==> src/rtl/mp3_sync_pkg.sv <==
// Shared definitions for the MP3 frame-sync front end: state encoding, frame-length
// table, side-info sizes and the CRC-16 constants/update used when CRC_CHECK_EN is defined.
package mp3_sync_pkg;

    typedef logic [2:0] state_t;

    localparam state_t ST_HUNT = 3'd0;
    localparam state_t ST_HDR2 = 3'd1;
    localparam state_t ST_HDR3 = 3'd2;
    localparam state_t ST_HDR4 = 3'd3;
    localparam state_t ST_CRC1 = 3'd4;
    localparam state_t ST_CRC2 = 3'd5;
    localparam state_t ST_BODY = 3'd6;

    localparam logic [5:0] SIDE_INFO_MONO   = 6'd17;
    localparam logic [5:0] SIDE_INFO_STEREO = 6'd32;

    localparam logic [15:0] CRC_POLY = 16'h8005;
    localparam logic [15:0] CRC_INIT = 16'hFFFF;

    // floor(144 * bitrate / fs) without padding; rows are bitrate_idx 1..14,
    // columns fs_idx 0..2 (44.1k, 48k, 32k).
    localparam logic [10:0] FRAME_LEN [1:14][0:2] = '{
        '{11'd104,  11'd96,  11'd144},
        '{11'd130,  11'd120, 11'd180},
        '{11'd156,  11'd144, 11'd216},
        '{11'd182,  11'd168, 11'd252},
        '{11'd208,  11'd192, 11'd288},
        '{11'd261,  11'd240, 11'd360},
        '{11'd313,  11'd288, 11'd432},
        '{11'd365,  11'd336, 11'd504},
        '{11'd417,  11'd384, 11'd576},
        '{11'd522,  11'd480, 11'd720},
        '{11'd626,  11'd576, 11'd864},
        '{11'd731,  11'd672, 11'd1008},
        '{11'd835,  11'd768, 11'd1152},
        '{11'd1044, 11'd960, 11'd1440}
    };

    function automatic logic [15:0] crc16_update(input logic [15:0] crc, input logic [7:0] data);
        logic [15:0] c;
        c = crc;
        for (int i = 7; i >= 0; i--) begin
            if (c[15] ^ data[i]) c = {c[14:0], 1'b0} ^ CRC_POLY;
            else                 c = {c[14:0], 1'b0};
        end
        return c;
    endfunction

endpackage

==> src/rtl/mp3_crc16_byte.sv <==
// Byte-wise CRC-16 accumulator (MSB-first). Only built when CRC_CHECK_EN is defined;
// crc_next is the value the register takes if the current byte is absorbed.
`ifdef CRC_CHECK_EN
module mp3_crc16_byte
    import mp3_sync_pkg::*;
(
    input  logic        clock,
    input  logic        reset,
    input  logic        init,
    input  logic        en,
    input  logic [7:0]  data,
    output logic [15:0] crc_next
);

    logic [15:0] crc;

    always_comb crc_next = crc16_update(crc, data);

    always_ff @(posedge clock) begin
        if (reset || init) crc <= CRC_INIT;
        else if (en)       crc <= crc_next;
    end

endmodule
`endif

==> src/rtl/mp3_frame_sync.sv <==
// MPEG-1 Layer III frame sync, header parse and body forwarding with lock tracking.
// Define CRC_CHECK_EN to add header/side-info CRC checking and the crc_err output.
module mp3_frame_sync
    import mp3_sync_pkg::*;
#(
    parameter int FRAME_CNT_W = 16
) (
    input  logic                   clock,
    input  logic                   reset,
    input  logic [7:0]             in_data,
    input  logic                   in_valid,
    output logic                   in_ready,
    output logic [7:0]             out_data,
    output logic                   out_valid,
    input  logic                   out_ready,
    output logic                   out_first,
    output logic                   out_last,
    output logic                   hdr_valid,
    output logic [3:0]             hdr_bitrate_idx,
    output logic [1:0]             hdr_fs_idx,
    output logic [1:0]             hdr_mode,
    output logic [1:0]             hdr_mode_ext,
    output logic                   hdr_padding,
    output logic                   hdr_crc_present,
    output logic                   locked,
    output logic                   sync_lost,
`ifdef CRC_CHECK_EN
    output logic                   crc_err,
`endif
    output logic [FRAME_CNT_W-1:0] frame_count
);

    state_t      state;
    logic        prot;
    logic [3:0]  br;
    logic [1:0]  fs;
    logic        pad;
    logic        lock_flag;
    logic        first_pend;
    logic [10:0] body_left;
    logic [10:0] body_len;
    logic        accept;
    logic        hdr2_ok;
    logic        hdr3_ok;
    logic        hdr_fail;

    always_comb begin
        in_ready = (state != ST_BODY) || !out_valid || out_ready;
        accept   = in_valid && in_ready;
        hdr2_ok  = (in_data & 8'hFE) == 8'hFA;
        hdr3_ok  = (in_data[7:4] != 4'h0) && (in_data[7:4] != 4'hF) && (in_data[3:2] != 2'b11);
        hdr_fail = accept && (((state == ST_HUNT) && (in_data != 8'hFF)) ||
                              ((state == ST_HDR2) && !hdr2_ok) ||
                              ((state == ST_HDR3) && !hdr3_ok));
        // Body excludes the 4 header bytes and, when present, the 2 CRC bytes.
        body_len = FRAME_LEN[br][fs] + {10'd0, pad} - (prot ? 11'd4 : 11'd6);
    end

    always_ff @(posedge clock) begin
        if (reset) begin
            state           <= ST_HUNT;
            prot            <= 1'b0;
            br              <= 4'd0;
            fs              <= 2'd0;
            pad             <= 1'b0;
            lock_flag       <= 1'b0;
            first_pend      <= 1'b0;
            body_left       <= 11'd0;
            out_data        <= 8'd0;
            out_valid       <= 1'b0;
            out_first       <= 1'b0;
            out_last        <= 1'b0;
            hdr_valid       <= 1'b0;
            hdr_bitrate_idx <= 4'd0;
            hdr_fs_idx      <= 2'd0;
            hdr_mode        <= 2'd0;
            hdr_mode_ext    <= 2'd0;
            hdr_padding     <= 1'b0;
            hdr_crc_present <= 1'b0;
            locked          <= 1'b0;
            sync_lost       <= 1'b0;
            frame_count     <= '0;
        end else begin
            hdr_valid <= 1'b0;
            sync_lost <= 1'b0;
            if (out_valid && out_ready) begin
                out_valid <= 1'b0;
                out_first <= 1'b0;
                out_last  <= 1'b0;
            end
            // A broken header right after a complete frame means lock is gone.
            if (hdr_fail && lock_flag) begin
                sync_lost <= 1'b1;
                locked    <= 1'b0;
                lock_flag <= 1'b0;
            end
            if (accept) begin
                case (state)
                    ST_HUNT: if (in_data == 8'hFF) state <= ST_HDR2;
                    ST_HDR2: begin
                        if (hdr2_ok) begin
                            prot  <= in_data[0];
                            state <= ST_HDR3;
                        end else if (in_data != 8'hFF) begin
                            state <= ST_HUNT;
                        end
                    end
                    ST_HDR3: begin
                        if (hdr3_ok) begin
                            br    <= in_data[7:4];
                            fs    <= in_data[3:2];
                            pad   <= in_data[1];
                            state <= ST_HDR4;
                        end else begin
                            state <= ST_HUNT;
                        end
                    end
                    ST_HDR4: begin
                        hdr_bitrate_idx <= br;
                        hdr_fs_idx      <= fs;
                        hdr_padding     <= pad;
                        hdr_crc_present <= ~prot;
                        hdr_mode        <= in_data[7:6];
                        hdr_mode_ext    <= in_data[5:4];
                        hdr_valid       <= 1'b1;
                        frame_count     <= frame_count + 1'b1;
                        body_left       <= body_len;
                        first_pend      <= 1'b1;
                        if (lock_flag) begin
                            locked    <= 1'b1;
                            lock_flag <= 1'b0;
                        end
                        state <= prot ? ST_BODY : ST_CRC1;
                    end
                    ST_CRC1: state <= ST_CRC2;
                    ST_CRC2: state <= ST_BODY;
                    ST_BODY: begin
                        out_data   <= in_data;
                        out_valid  <= 1'b1;
                        out_first  <= first_pend;
                        out_last   <= (body_left == 11'd1);
                        first_pend <= 1'b0;
                        body_left  <= body_left - 11'd1;
                        if (body_left == 11'd1) begin
                            lock_flag <= 1'b1;
                            state     <= ST_HUNT;
                        end
                    end
                    default: state <= ST_HUNT;
                endcase
            end
        end
    end

`ifdef CRC_CHECK_EN
    logic [15:0] crc_next;
    logic [15:0] rx_crc;
    logic [5:0]  si_left;
    logic        crc_init;
    logic        crc_en;

    // CRC covers header bytes 3-4 and the side info at the start of the body.
    always_comb begin
        crc_init = accept && (state == ST_HDR2);
        crc_en   = accept && ((state == ST_HDR3) || (state == ST_HDR4) ||
                              ((state == ST_BODY) && (si_left != 6'd0)));
    end

    mp3_crc16_byte u_crc (
        .clock    (clock),
        .reset    (reset),
        .init     (crc_init),
        .en       (crc_en),
        .data     (in_data),
        .crc_next (crc_next)
    );

    always_ff @(posedge clock) begin
        if (reset) begin
            crc_err <= 1'b0;
            rx_crc  <= 16'd0;
            si_left <= 6'd0;
        end else begin
            crc_err <= 1'b0;
            if (accept) begin
                case (state)
                    ST_HDR4: si_left <= (in_data[7:6] == 2'b11) ? SIDE_INFO_MONO : SIDE_INFO_STEREO;
                    ST_CRC1, ST_CRC2: rx_crc <= {rx_crc[7:0], in_data};
                    ST_BODY: begin
                        if (si_left != 6'd0) begin
                            si_left <= si_left - 6'd1;
                            if ((si_left == 6'd1) && !prot && (crc_next != rx_crc)) crc_err <= 1'b1;
                        end
                    end
                    default: ;
                endcase
            end
        end
    end
`endif

endmodule

==> config.mk <==
export PLATFORM = sky130hd
export DESIGN_NAME = mp3_frame_sync
export DESIGN_NICKNAME = d
export VERILOG_FILES = /design/src/rtl/mp3_sync_pkg.sv /design/src/rtl/mp3_crc16_byte.sv /design/src/rtl/mp3_frame_sync.sv
export SDC_FILE = /design/constraint.sdc
export NUM_CORES = 1
export LEC_CHECK = 0
export BUFFER_PORTS_ARGS = -buffer_cell sky130_fd_sc_hd__buf_2
export CAP_MARGIN = 20
export CORE_MARGIN = 8
export CORE_UTILIZATION = 50
export DETAILED_ROUTE_END_ITERATION = 6
export PLACE_DENSITY = 0.71
export RECOVER_POWER = 100
export SYNTH_ARGS = -nofsm -noshare
export SYNTH_HDL_FRONTEND = slang
export SYNTH_SLANG_ARGS = --single-unit
==> constraint.sdc <==
create_clock -name clock -period 4.6 [get_ports clock]
set_clock_uncertainty 0.15 [all_clocks]
set_input_delay 0.69 -clock clock [delete_from_list [all_inputs] [get_ports clock]]
set_output_delay 0.69 -clock clock [all_outputs]
set_load 0.02 [all_outputs]
* Yosys cells after proc, flatten, opt, wreduce, memory -nomap -nowiden
Memory sizes are Yosys's and may differ from the RTL's.
Index checks and enable logic that the tools add are counted.
** Storage, ports and cells
- Register bits after elaboration :: 66
- ROM bits :: 528
- Input port bits :: 12
- Output and inout bits :: 43
- Word-level logic and storage cells :: 110
- Memories :: 1
** Operators by class
- Add/sub/neg operators :: 4
- $lt $le $gt $ge :: 2
- Equal/unequal tests :: 16
- Mux-type cells :: 35
- Bitwise gates (word level) :: 4
- Reductions and logical operators :: 26
** Memories
- (no name shown) :: depth 16, bits a word 33, read ports 1, clocked after Yosys merged registers in 0, write ports 0, RTL line mp3_frame_sync.sv:56 : body_len = FRAME_LEN[br][fs] + {10'd0, pad} - (prot ? 11'd4 : 11'd6);
** Operators with widths (number)
- 2-to-1 mux 33 bit :: 2
- binary-select mux 11 bit (select 2 bit) :: 1
- 2-to-1 mux 11 bit :: 2
- one-hot mux 11 bit (2 select lines) :: 1
- one-hot mux 3 bit (7 select lines) :: 1
- 2-to-1 mux 1 bit :: 19
- adder 16 x 1 -> 16 bit, second input constant :: 1
- 2-to-1 mux 3 bit :: 4
- adder 11 x 1 -> 11 bit :: 1
- equality test 11 x 1 -> 1 bit, second input constant :: 1
- subtractor 11 x 1 -> 11 bit, second input constant :: 1
- subtractor 11 x 3 -> 11 bit :: 1
- equality test 3 bit, second input constant :: 3
- logical AND 1 bit :: 9
- equality test 8 bit, second input constant :: 1
- inequality test 8 bit, second input constant :: 1
- equality test 7 bit, second input constant :: 1
- equality test 3 x 2 -> 1 bit, second input constant :: 2
- 2-to-1 mux 2 bit :: 3
- inequality test 3 bit, second input constant :: 2
- AND reduction 2 bit :: 3
- AND reduction 3 bit :: 2
- greater-or-equal comparator 5 bit, second input constant :: 1
- NOT 4 -> 5 bit :: 1
- other kinds (15) :: 23

* Logic depth before layout (Yosys ltp)
- Word-level depth :: 12
- Mapped depth :: 18
- Gate-level depth less buffers :: 17

* Least setup slack after synthesis
No wires, ideal clock.
- Path kind :: flip-flop to flip-flop
- From :: register br[1]
- To :: register body_left[7]
- Library setup time :: 0.130 ns
- Arrival :: 3.087 ns
- Required time :: 4.320 ns
- Path slack :: 1.233 ns
- Cell stages (with the launch flop) :: 13
- Path buffers :: 1
- Period minus slack after synthesis :: 3.367 ns
- Path through :: dfxtp_1 inv_1 ha_1 a21oi_1 mux4_2 mux2_2 ha_1 clkbuf_1 nand2_1 o21ai_0 xor2_1 a221oi_1 nor3_1
** On the way
- Word-level cells in the longest chain between the ends :: 10
** RTL lines
- from (decl) :: RTL line mp3_frame_sync.sv:35 : logic [3:0] br;
- from (signal assigned) :: RTL line mp3_frame_sync.sv:110 : br <= in_data[7:4];
- NOT 4 -> 5 bit (implied by the code) :: RTL line mp3_frame_sync.sv:56
- memory read (16 x 33 bit)
- 2-to-1 mux 33 bit (implied by the code) (2 in series) :: RTL line mp3_frame_sync.sv:56
- binary-select mux 11 bit (select 2 bit) :: RTL line mp3_frame_sync.sv:56
- 2-to-1 mux 11 bit (implied by the code) (2 in series) :: RTL line mp3_frame_sync.sv:56
- adder 11 x 1 -> 11 bit :: RTL line mp3_frame_sync.sv:56
- subtractor 11 x 3 -> 11 bit :: RTL line mp3_frame_sync.sv:56
- one-hot mux 11 bit (2 select lines) :: RTL line mp3_frame_sync.sv:98 : case (state)
- to (signal assigned) :: RTL line mp3_frame_sync.sv:127 : body_left <= body_len;
- to (signal assigned) :: RTL line mp3_frame_sync.sv:143 : body_left <= body_left - 11'd1;
- to (decl) :: RTL line mp3_frame_sync.sv:40 : logic [10:0] body_left;
No other way between the ends. The select of a mux whose other input is x is not followed.
A chain may end at the register's enable or synchronous reset.

* Final worst setup path
- From :: register br[3]
- To :: register body_left[10]
Same word-level chain as after synthesis.

==> flow_summary.toml <==
[timing]
finalHoldViolations = 0
setup_viol = 0
slew_violations = 48
timing.final.ws_setup_ps = 811
fmax_ghz = 0.264
grt_setup_unrepaired = "no"
slew_headroom = -0.348
worst_slew_pin_slew_ps = 2020
fin_crit_sh = 0.824
timing.final.crit_period_ps = 3790
hold_ws_ps = 308
finalSetupTns_ps = 0

[floorplanning]
core_sq_um = 8090
rows = 33
die_w_um = 107
start_util = 0.507
die_h_um = 107
die_area_sq_um = 11400
ios = 55

[clocking]
cts_tree = "built"
clk_latency_ps = 350
cts_root_buffer = "clkbuf_8"
htree_levels = 3
post_cts_buffers = 0
ctsHoldBuffers = 0
clk_path_buf_depth = 2
clock-sinks = 66
numCtsBuffers = 9
cts.clk_slew.worst_paths_ps = 80
post_cts_resized = 0

[global_routing]
gr-total-overflow = 0
grt_max_degree = 48
antenna_found_initial = 0
grt_usage = 0.185
first_global_vias = 3679
grt_pass1_wl_um = 17400

[job]
cap_violations = 1

[route]
wire_per_inst_um = 14.9
drt_iter0_drc = 198
drtPass1Iterations = 4
vias = 3937
drc = 0
post_drt_via_cell_ratio = 5.71
antenna_left = 0
routed_wirelength_um = 10300

[synthesis]
synth.net_count = 579
ys_ff_latch = 66
async_flop_share = 0
syn_avg_cell_area_sq_um = 7.57
synth_cells = 542
synthesis.area_sq_um = 4100
ys_seq_area_frac = 0.322
ys_types = 58
ys_warn_count = 0
ys.flop_type = "dfxtp_1"
synth_edf_count = 0

[setup_path]
worstPathCellList = "nor2_1, a211oi_1, inv_1, o21ai_0, and2_0, inv_1, ha_1, o21bai_1, a211oi_1, nand2_1, o31ai_1, xnor2_1, o22ai_1"
required_ps = 4650
max_stage_delay_ps = 970
path_buf_inv = 2
critPathArrivalTime_ps = 3840
worstPathMaxFanout = 31
r2r_slack_ps = 810
startpoint_type = "flip-flop"
cp_slowest_cell = "dfxtp_1"
worstSetupPathType = "flip-flop to flip-flop"
cp_top_family = "compound AO/OA/AOI/OAI gates"
endpoint_kind = "flip-flop"

[hold_path]
hold_path_class = "flip-flop to flip-flop"

[place]
dp_hpwl_um = 7410
placed_cell_area_sq_um = 4410
placed_cells = 674
portBuffers = 54
place.gp.congestion = 0.867
dp_slack_ps = 881

[power]
finalPower_mw = 1.13
leakage_nw = 1.71
peakVddDrop_uv = 267
power_frac_comb = 0.021
intPower_mw = 0.880
seqPwrFrac = 0.503
powerDensity_nw_per_um2 = 249
clock_power_share = 0.476
p_switching_mw = 0.254
p_sw_frac = 0.224

[status]
outcome = "finished, violations left"
violations = "max-capacitance violations, max-slew violations"

[finish]
syn2layout_area_growth_pct = 11.0
fillers = 826
final-instance-count-excl-fill = 689
final_cell_area_sq_um = 4550
num_antenna_cells = 0
layout.nets = 617
utilization = 0.563
drive_above_1_share = 0.0685
-- sequential cells by signal (all words and copies together) (netlist names), 2 cells and up --
signal and count:
out_data 8, hdr_fs_idx 2, fs 2, hdr_bitrate_idx 4
br 4, frame_count 16, body_left 11, state 3
hdr_mode_ext 2, hdr_mode 2
-- cell usage after synthesis, types with 10 or more instances --
library cell  number  area share
nand2b_1          10       0.015
a21oi_1           59       0.072
o21ai_0           34       0.041
nor2_1            62       0.057
xnor2_1           12       0.026
ha_1              25       0.076
inv_1             20       0.018
nand2_1           80       0.073
clkbuf_1          27       0.025
nand3_1           17       0.021
xor2_1            13       0.028
dfxtp_1           66        0.32
mux2i_1           10       0.024
nor3_1            11       0.013
-- routing by layer --
metal  wire (um)  GRT usage  share of wire  vias to the layer above
met3         420     0.0408          0.041                       18
met4         225     0.0804          0.022                        0
met1        4810      0.239           0.47                     1866
met2        4800      0.290           0.47                       90
met5           0          0              0                        -
li1            -          -              -                     1963
-- power groups by stage --
stage	logic [mW]	clock network [mW]	registers, mW
floorplan	0.0123	0	0.584
global placement	0.0241	0	0.584
detailed placement	0.0243	0	0.584
CTS	0.0244	0.552	0.571
global route	0.0265	0.573	0.571
finish	0.0237	0.540	0.571
-- cells in the final DEF (no fill, tap or decap), drive strengths merged, types with 13 or more instances in the layout --
cell and count:
nand2 80, dfxtp 66, nor2 62, a21oi 60, clkbuf 55, o21ai 35, ha 25, inv 20
nand3 17, xor2 13
-- final cells by class --
| cell class | instances | area, sq um | share of cell area |
|---|---|---|---|
| repair buffers | 58 | 240 | 0.0527 |
| well taps | 105 | 131 | 0.0288 |
| clock inverters | 6 | 92.6 | 0.0203 |
| inverters | 20 | 75.1 | 0.0165 |
| multi-input cells | 425 | 2570 | 0.564 |
| clock buffers | 9 | 124 | 0.0272 |
| flip-flops and latches | 66 | 1320 | 0.290 |
-- final timing paths --
check	startpoint	to	cells after the start
max	br[3]$_SDFFE_PP0P_	body_left[10]$_SDFFE_PP0P_	13
min	hdr_mode_ext[1]$_SDFFE_PP0P_	hdr_mode_ext[1]$_SDFFE_PP0P_	2
max reg2reg	br[3]$_SDFFE_PP0P_	body_left[10]$_SDFFE_PP0P_	13
min reg2reg	hdr_mode_ext[1]$_SDFFE_PP0P_	hdr_mode_ext[1]$_SDFFE_PP0P_	2
-- worst min-delay path: cells and delay by family, from the launching register on --
| kind | cells | cell delay [ps] |
|---|---|---|
| DFF | 1 | 320 |
| AOI/OAI and AO/OA | 1 | 50 |
| and+or+nand+nor | 1 | 50 |
-- logic make-up after synthesis --
group / share of synthesized area
flops: 0.322
compound gates: 0.209
xor+xnor: 0.0534
simple gates: 0.255
buf+inv: 0.0494
fa+ha+maj: 0.0762
mux: 0.0354
(Power assumes the default switching activity.)
